$ cat config.mk
export PLATFORM = sky130hd
export DESIGN_NAME = fb_word_writer
export DESIGN_NICKNAME = d
export VERILOG_FILES = /design/src/rtl/fb_word_writer.sv
export SDC_FILE = /design/constraint.sdc
export NUM_CORES = 1
export LEC_CHECK = 0
export CAP_MARGIN = 20
export CORE_MARGIN = 1
export CORE_UTILIZATION = 49
export CTS_CLUSTER_DIAMETER = 150
export DETAILED_ROUTE_END_ITERATION = 8
export GPL_ROUTABILITY_DRIVEN = 1
export PLACE_DENSITY = 0.95
export RECOVER_POWER = 50
export SYNTH_ARGS = -nofsm -noshare
export SYNTH_HDL_FRONTEND = slang
export SYNTH_SLANG_ARGS = --single-unit
$ cat constraint.sdc
create_clock -name Clk -period 5.75 [get_ports Clk]
set_input_delay 1.4375 -clock Clk [delete_from_list [all_inputs] [get_ports Clk]]
set_output_delay 1.4375 -clock Clk [all_outputs]
set_load 0.01 [all_outputs]
$ cat src/rtl/fb_word_writer.sv
// rtl/fb_word_writer.sv - frame-buffer write stage: 16-bit loader word to two byte writes, display has priority
module fb_word_writer #(
    parameter int FB_BYTES        = 307200,
    parameter int ADDR_W          = 19,
    parameter bit HIGH_BYTE_FIRST = 1'b1
) (
    input  logic              Clk,
    input  logic              Reset,
    input  logic              writing,
    input  logic [ADDR_W-1:0] addr_OCM,
    input  logic [15:0]       data_in,
    input  logic              vid_req,
    input  logic [ADDR_W-1:0] vid_addr,
    input  logic              clr_count,
    output logic              OCM_done,
    output logic              busy,
    output logic              mem_we,
    output logic [ADDR_W-1:0] mem_addr,
    output logic [7:0]        mem_wdata,
    output logic              overflow_err,
    output logic [ADDR_W-1:0] bytes_written
);

    localparam logic [1:0] IDLE = 2'd0;
    localparam logic [1:0] WR0  = 2'd1;
    localparam logic [1:0] WR1  = 2'd2;
    localparam logic [1:0] DONE = 2'd3;

    // One extra bit so FB_BYTES == 2**ADDR_W is still representable
    localparam logic [ADDR_W:0] FB_LIMIT = (ADDR_W+1)'(FB_BYTES);

    logic [1:0]        state;
    logic [ADDR_W-1:0] base;
    logic [15:0]       word;

    logic              in_wr;
    logic              wr_active;
    logic              in_range;
    logic [ADDR_W-1:0] wr_addr;
    logic [7:0]        first_byte;
    logic [7:0]        second_byte;
    logic [7:0]        wr_byte;

    assign in_wr       = (state == WR0) || (state == WR1);
    assign wr_active   = in_wr && !vid_req;
    assign wr_addr     = (state == WR1) ? base + ADDR_W'(1) : base;
    assign in_range    = ({1'b0, wr_addr} < FB_LIMIT);
    assign first_byte  = HIGH_BYTE_FIRST ? word[15:8] : word[7:0];
    assign second_byte = HIGH_BYTE_FIRST ? word[7:0]  : word[15:8];
    assign wr_byte     = (state == WR1) ? second_byte : first_byte;

    assign mem_we    = wr_active && in_range;
    assign mem_addr  = vid_req ? vid_addr : (in_wr ? wr_addr : '0);
    assign mem_wdata = wr_active ? wr_byte : 8'd0;
    assign OCM_done  = (state == DONE);
    assign busy      = (state != IDLE);

    always_ff @(posedge Clk) begin
        if (Reset) begin
            state <= IDLE;
            base  <= '0;
            word  <= '0;
        end else begin
            case (state)
                IDLE: begin
                    if (writing) begin
                        base  <= addr_OCM;
                        word  <= data_in;
                        state <= WR0;
                    end
                end
                WR0:     if (!vid_req) state <= WR1;
                WR1:     if (!vid_req) state <= DONE;
                // Holding here until writing drops stops a still-high request from being captured twice
                DONE:    if (!writing) state <= IDLE;
                default: state <= IDLE;
            endcase
        end
    end

    always_ff @(posedge Clk) begin
        if (Reset) begin
            overflow_err  <= 1'b0;
            bytes_written <= '0;
        end else begin
            if (wr_active && !in_range)
                overflow_err <= 1'b1;
            if (clr_count)
                bytes_written <= '0;
            else if (mem_we)
                bytes_written <= bytes_written + ADDR_W'(1);
        end
    end

endmodule

==> run metrics, run 1 <==
run status finished, final reports clean; GP Congestion 0.788; M1 WL 3400 µm; CP startpoint kind input port; Synth area leaders dfxtp_1 (37%), nand2_1 (13%), a21oi_1 (8.8%), o21ai_0 (5.6%), mux2i_1 (3.5%); ANT cells 0; proportion of layout cells with a drive suffix above 1 0.0589; number of remaining DRC errors 0; Clock Skew just over 9 ps; worst-skew pair later-pin latency 340 ps; Worst Reg-to-Reg Cells 10; WL per Instance approximately 14 µm; Reg-to-Reg Start state[0]; TritonCTS buffer count 9; TritonCTS clock tree built; syn avg cell area 7.41 µm²; detailed-routed wire length on met3 roughly 620 µm; gr usage total 0.266; ys async rst share 0; Die Span Y 81.7 µm; Cell Area, Placed 4230 µm²; Worst Hold Depth 2; Max-Cap Viols 0; final setup fails 0; Root Buffer clkbuf_8; DP Wirelength 6040 µm; NumNets Final 588; area leader, netlist dfxtp_1; Netlist Area Pre-Place 3110 µm²; Crit-path slowest cell clkbuf_1; Routed met2 length 4140 µm; Sw Ratio 0.351; post-synthesis sequential area ratio 0.366; count leader, synth nand2_1; H-tree depth 3; Routed WL ~8400 µm; Leak Pwr about 1.6 nW; fillers 479; hold buffers post-CTS 0; Req. time, crit path 4310 ps; TritonRoute pass-1 iters 4; Longest Clk Path Bufs 2; delay-heaviest family, CP buffers and inverters; Core ar. 6030 µm²; Seq pwr share 0.376; CTS sink count between 50 and 60; yosys warns 0; VDD IR-drop max approximately 250 µV; Worst R2R Setup Slack 2760 ps; Main synth FF type dfxtp_1; Congestion Overflow GR 0; Synth Net Count 486; Detailed Route Iter0 Violations 181; Worst Hold End word[5]; initial antenna violation count 0; PwrDens 305 nW/µm²; largest net degree at the start of global routing 41; final core utilization 0.733; worst setup margin about 630 ps; Initial Utilization 0.517; Port Buf Inserts 108; CTS-repair resized insts 0; Fmax between 150 and 200 MHz; first-pass GRT wire length 13500 µm; FF+latch count, synth 57; critical path, cell by cell dlygate4sd3_1, clkbuf_1, nor2b_1, a22o_1, clkdlybuf4s50_1; worst hold start word[5]; IO Count roughly 110; Clk network pwr share 0.277; Int Pwr between 0.8 and 0.9 mW; Crit. End Element output pin; Hold/Removal Path Class reg -> reg; max incr delay on CP 730 ps; total number of vias 3355; Vias/cell 5.58; crit path DAT around 3700 ps; Die X-Extent around 82 µm; Crit Path Class in -> out; Slew @ Worst Pin 1300 ps; Tmin final 5120 ps; die area 6680 µm²; worst-path maximum fanout 21; final instance area 4420 µm²; vias in the first global route around 3000; CP bufs+invs 3; number of hold violations in the final report 0; Yosys cell types 46; unrepaired setup endpoints after global routing no; Area growth syn-to-layout 41.9%; sw power roughly 0.47 mW; Yosys top cell area share 0.366; period utilisation layout 0.890; Worst R2R End bytes_written[14]; row count 28; number of synthesized flops with an enable pin 0; Rel. slew slack 0.132; Post-CTS Setup Bufs 0; power share of the combinational group 0.346; clk slew on worst S/H paths around 60 ps; Cells after Synth 420; antenna-violating nets left 0; setup TNS 0 ps; Max Used Layer met4; Setup WS pre-CTS about 1200 ps; total power 1.35 mW; list of most frequent post-synthesis cells nand2_1 (112), dfxtp_1 (57), a21oi_1 (55); Final Slew Violations 0
==> cells in the final DEF (no fill, tap or decap), types with 16 or more instances in the layout <==
master             n
nand2_1          112
clkdlybuf4s50_1   89
dfxtp_1           57
a21oi_1           55
o21ai_0           35
nor2_1            21
dlygate4sd3_1     19
or3_1             16
==> registers in the layout, summed over array words and instances, names as in the netlist <==
| signal | flops |
|---|---|
| word | 16 |
| overflow_err | 1 |
| bytes_written | 19 |
| base | 19 |
| state | 2 |
==> metal layers <==
layer / up-vias / global-route usage
li1: 1646 / -
met5: - / 0
met3: 22 / 0.0667
met4: 0 / 0.140
met1: 1554 / 0.305
met2: 133 / 0.452
==> power groups by stage <==
stage	clock (mW)	combinational [mW]	sequential [mW]
after global placement	0	0.446	0.511
after floorplan	0	0.296	0.500
final	0.374	0.467	0.508
after detailed placement	0	0.463	0.514
after global routing	0.395	0.516	0.517
after CTS	0.376	0.467	0.507
==> worst reg2reg max path: stages (launching register included) <==
cell and delay [ps]:
dfxtp_1 330, inv_1 130, ha_1 160, buf_4 270, nand3_1 240, nor4_4 490
nand4_1 170, a21oi_2 260, a21oi_2 200, or4_1 540, a21oi_1 140
==> worst max path at each step <==
stage / from / end / slack, ps / cells past startpoint
floorplan: vid_req / mem_addr[16] / 2070 / 4
global placement: vid_req / mem_addr[11] / 1250 / 5
detailed placement: vid_req / mem_addr[11] / 1220 / 5
CTS: state[0] / mem_we / 990 / 10
global route: vid_req / mem_addr[11] / 470 / 5
finish: vid_req / mem_addr[11] / 630 / 5
==> metrics by stage <==
step | hold slack, ps | cells
final | 456 | 601
after global routing | 482 | 601
after CTS | 457 | 600
after detailed placement | 449 | 585
after global placement | 441 | 585
after floorplan | 436 | 420
==> cell type report <==
type	instances	area [µm²]	share of cell area
timing repair buffer	114	1110	0.252
inverter	7	26.3	0.00595
tap	75	93.8	0.0212
clock inverter	3	40.0	0.00906
sequential	57	1140	0.258
clock buffer	12	155	0.0351
multi-input combinational	333	1850	0.418
==> cell families after synthesis <==
kind of cell             synth area share
AO/OA/AOI/OAI                       0.180
adder cells (fa/ha/maj)            0.0281
multiplexers                       0.0354
flip-flops                          0.366
buffers and inverters              0.0402
XOR/XNOR                           0.0506
AND/OR/NAND/NOR                     0.299
No activity file was read; power rests on OpenSTA's default activity.
==> inputs of run 2 (changes only) <==
--- a/config.mk
+++ b/config.mk
@@ -7,12 +7,13 @@
 export LEC_CHECK = 0
 export CAP_MARGIN = 20
 export CORE_MARGIN = 1
-export CORE_UTILIZATION = 49
+export CORE_UTILIZATION = 45
 export CTS_CLUSTER_DIAMETER = 150
 export DETAILED_ROUTE_END_ITERATION = 8
 export GPL_ROUTABILITY_DRIVEN = 1
-export PLACE_DENSITY = 0.95
+export PLACE_DENSITY = 0.91
 export RECOVER_POWER = 50
 export SYNTH_ARGS = -nofsm -noshare
 export SYNTH_HDL_FRONTEND = slang
 export SYNTH_SLANG_ARGS = --single-unit
+export TNS_END_PERCENT = 10
==> constraint.sdc (replaced) <==
create_clock -name Clk -period 5.7 [get_ports Clk]
set_input_delay 1.425 -clock Clk [delete_from_list [all_inputs] [get_ports Clk]]
set_output_delay 1.425 -clock Clk [all_outputs]
set_load 0.01 [all_outputs]
==> run 2 against run 1 <==
  * Hold slack worse by 0.88 ps
  * Sequential cell count unchanged
  * Clock power up 1%
  * Sequential power up 1%
  * Final cell count up 0.33%
  * Register-to-register slack worse by 70 ps
  * Routed wire length up 3.2%
  * Final area up 0.68%
  * Die area up 8.7%
==> run metrics, run 2 (synthesis gave the netlist of run 1 again) <==
unrepaired setup endpoints after global routing no (unchanged); Fmax 209 MHz; CP startpoint kind input port (unchanged); Sw Ratio 0.350 (was 0.351); CTS-repair resized insts 0 (unchanged); Longest Clk Path Bufs 2 (unchanged); Vias/cell 5.47 (was 5.58); clk slew on worst S/H paths 60 ps (about the same); Routed WL 8660 µm (was 8400 µm); row count 29 (was 28); total power 1.38 mW (was 1.35 mW); Tmin final 4780 ps; number of hold violations in the final report 0 (unchanged); Clock Skew 13.6 ps (was 9.17 ps); period utilisation layout 0.839; PwrDens 310 nW/µm² (was 305 nW/µm²); Die X-Extent 85.2 µm (was 81.7 µm); NumNets Final 588 (unchanged); vias in the first global route 3154 (was 3065); Crit Path Class in -> out (unchanged); Seq pwr share 0.372 (was 0.376); Area growth syn-to-layout 42.9% (was 41.9%); Clk network pwr share 0.275 (was 0.277); total number of vias 3297 (was 3355); Req. time, crit path 4280 ps (was 4310 ps); hold buffers post-CTS 0 (unchanged); initial antenna violation count 0 (unchanged); Crit. End Element output pin (unchanged); final core utilization 0.681 (was 0.733); TritonRoute pass-1 iters 5 (was 4); Port Buf Inserts 108 (unchanged); Max-Cap Viols 0 (unchanged); worst-path maximum fanout 15 (was 21); Leak Pwr 1.60 nW (was 1.58 nW); TritonCTS buffer count 9 (unchanged); CTS sink count 57 (unchanged); commonest non-fill, non-tap cell in the layout nand2_1 (unchanged); Die Span Y 85.2 µm (was 81.7 µm); critical path, cell by cell dlygate4sd3_1, buf_4, nor2b_1, a22o_1, clkdlybuf4s50_1 (was dlygate4sd3_1, clkbuf_1, nor2b_1, a22o_1, clkdlybuf4s50_1); sw power 0.483 mW (was 0.473 mW); Detailed Route Iter0 Violations 170 (was 181); number of remaining DRC errors 0 (unchanged); power share of the combinational group 0.353 (was 0.346); placed cell count 587 (was 585); first-pass GRT wire length 14000 µm (was 13500 µm); antenna-violating nets left 0 (unchanged); Initial Utilization 0.477 (was 0.517); Int Pwr 0.897 mW (was 0.876 mW); Rel. slew slack 0.291 (was 0.132); crit path DAT 3350 ps (was 3680 ps); H-tree depth 3 (unchanged); GP Congestion 0.806 (was 0.788); die area 7260 µm² (was 6680 µm²); Crit-path slowest cell dlygate4sd3_1 (was clkbuf_1); setup TNS 0 ps (unchanged); ANT cells 0 (unchanged); worst-skew pair later-pin latency 330 ps (was 340 ps); gr usage total 0.241 (was 0.266); Root Buffer clkbuf_8 (unchanged); VDD IR-drop max 198 µV (was 254 µV); Non-Filler Instances 603 (was 601); Final Slew Violations 0 (unchanged); Post-CTS Setup Bufs 0 (unchanged); TritonCTS clock tree built (unchanged); largest net degree at the start of global routing 41 (unchanged); Core ar. 6530 µm² (was 6030 µm²); DP Wirelength 6180 µm (was 6040 µm); proportion of layout cells with a drive suffix above 1 0.0627 (was 0.0589); Top Registers base x19, bytes_written x19, word x16 (unchanged); final setup fails 0 (unchanged); max incr delay on CP 670 ps (was 730 ps); run status finished, final reports clean (unchanged); Hold/Removal Path Class reg -> reg (unchanged); WL per Instance 14.4 µm (was 14.0 µm); most frequent cells in the layout nand2_1 (112), clkdlybuf4s50_1 (87), dfxtp_1 (57) (was nand2_1 (112), clkdlybuf4s50_1 (89), dfxtp_1 (57)); Congestion Overflow GR 0 (unchanged); IO Count 109 (unchanged); Slew @ Worst Pin 1060 ps (was 1300 ps)
## run 2: final timing paths
| path | endpoint | slack, ps | start | cells past startpoint |
|---|---|---|---|---|
| worst max-delay path | mem_addr[11] | 920 | vid_req | 5 |
| worst min-delay path | base[18] | 460 | base[18] | 2 |
| worst max register to register | bytes_written[14] | 2690 | state[0] | 10 |
| worst min register to register | base[18] | 460 | base[18] | 2 |
## run 2: cell type report
type,count,area (µm²)
Clock buffer,12,155
Clock inverter,3,40.0
Fill cell,503,2080
Inverter,7,26.3
Multi-Input combinational cell,333,1850
Sequential cell,57,1140
Tap cell,77,96.3
Timing Repair Buffer,114,1140
## run 2: critical path: cells and delay by family
family,cells,cell delay (ps)
buffers and inverters,3,1460
AO/OA/AOI/OAI,1,190
AND/OR/NAND/NOR,1,280
## run 2: power groups by stage
stage / Clock (mW) / Combinational [mW] / Sequential, mW
CTS: 0.381 / 0.473 / 0.512
finish: 0.379 / 0.487 / 0.513
floorplan: 0 / 0.299 / 0.505
global route: 0.405 / 0.535 / 0.520
global placement: 0 / 0.453 / 0.515
detailed placement: 0 / 0.469 / 0.520
## run 2: layer usage
layer	global-route usage	vias up	routed length (µm)
li1	-	1644	-
met1	0.288	1512	3530
met2	0.429	128	4460
met3	0.0661	13	586
met4	0.0586	0	82
met5	0	-	0
## run 2: through the flow
| step | cell area [µm²] | setup WS, ps | hold slack (ps) |
|---|---|---|---|
| after floorplan | 3110 | 2040 | 436 |
| after global placement | 4230 | 1020 | 443 |
| after detailed placement | 4230 | 1000 | 446 |
| after CTS | 4430 | 982 | 456 |
| after global routing | 4450 | 740 | 488 |
| final | 4450 | 920 | 455 |
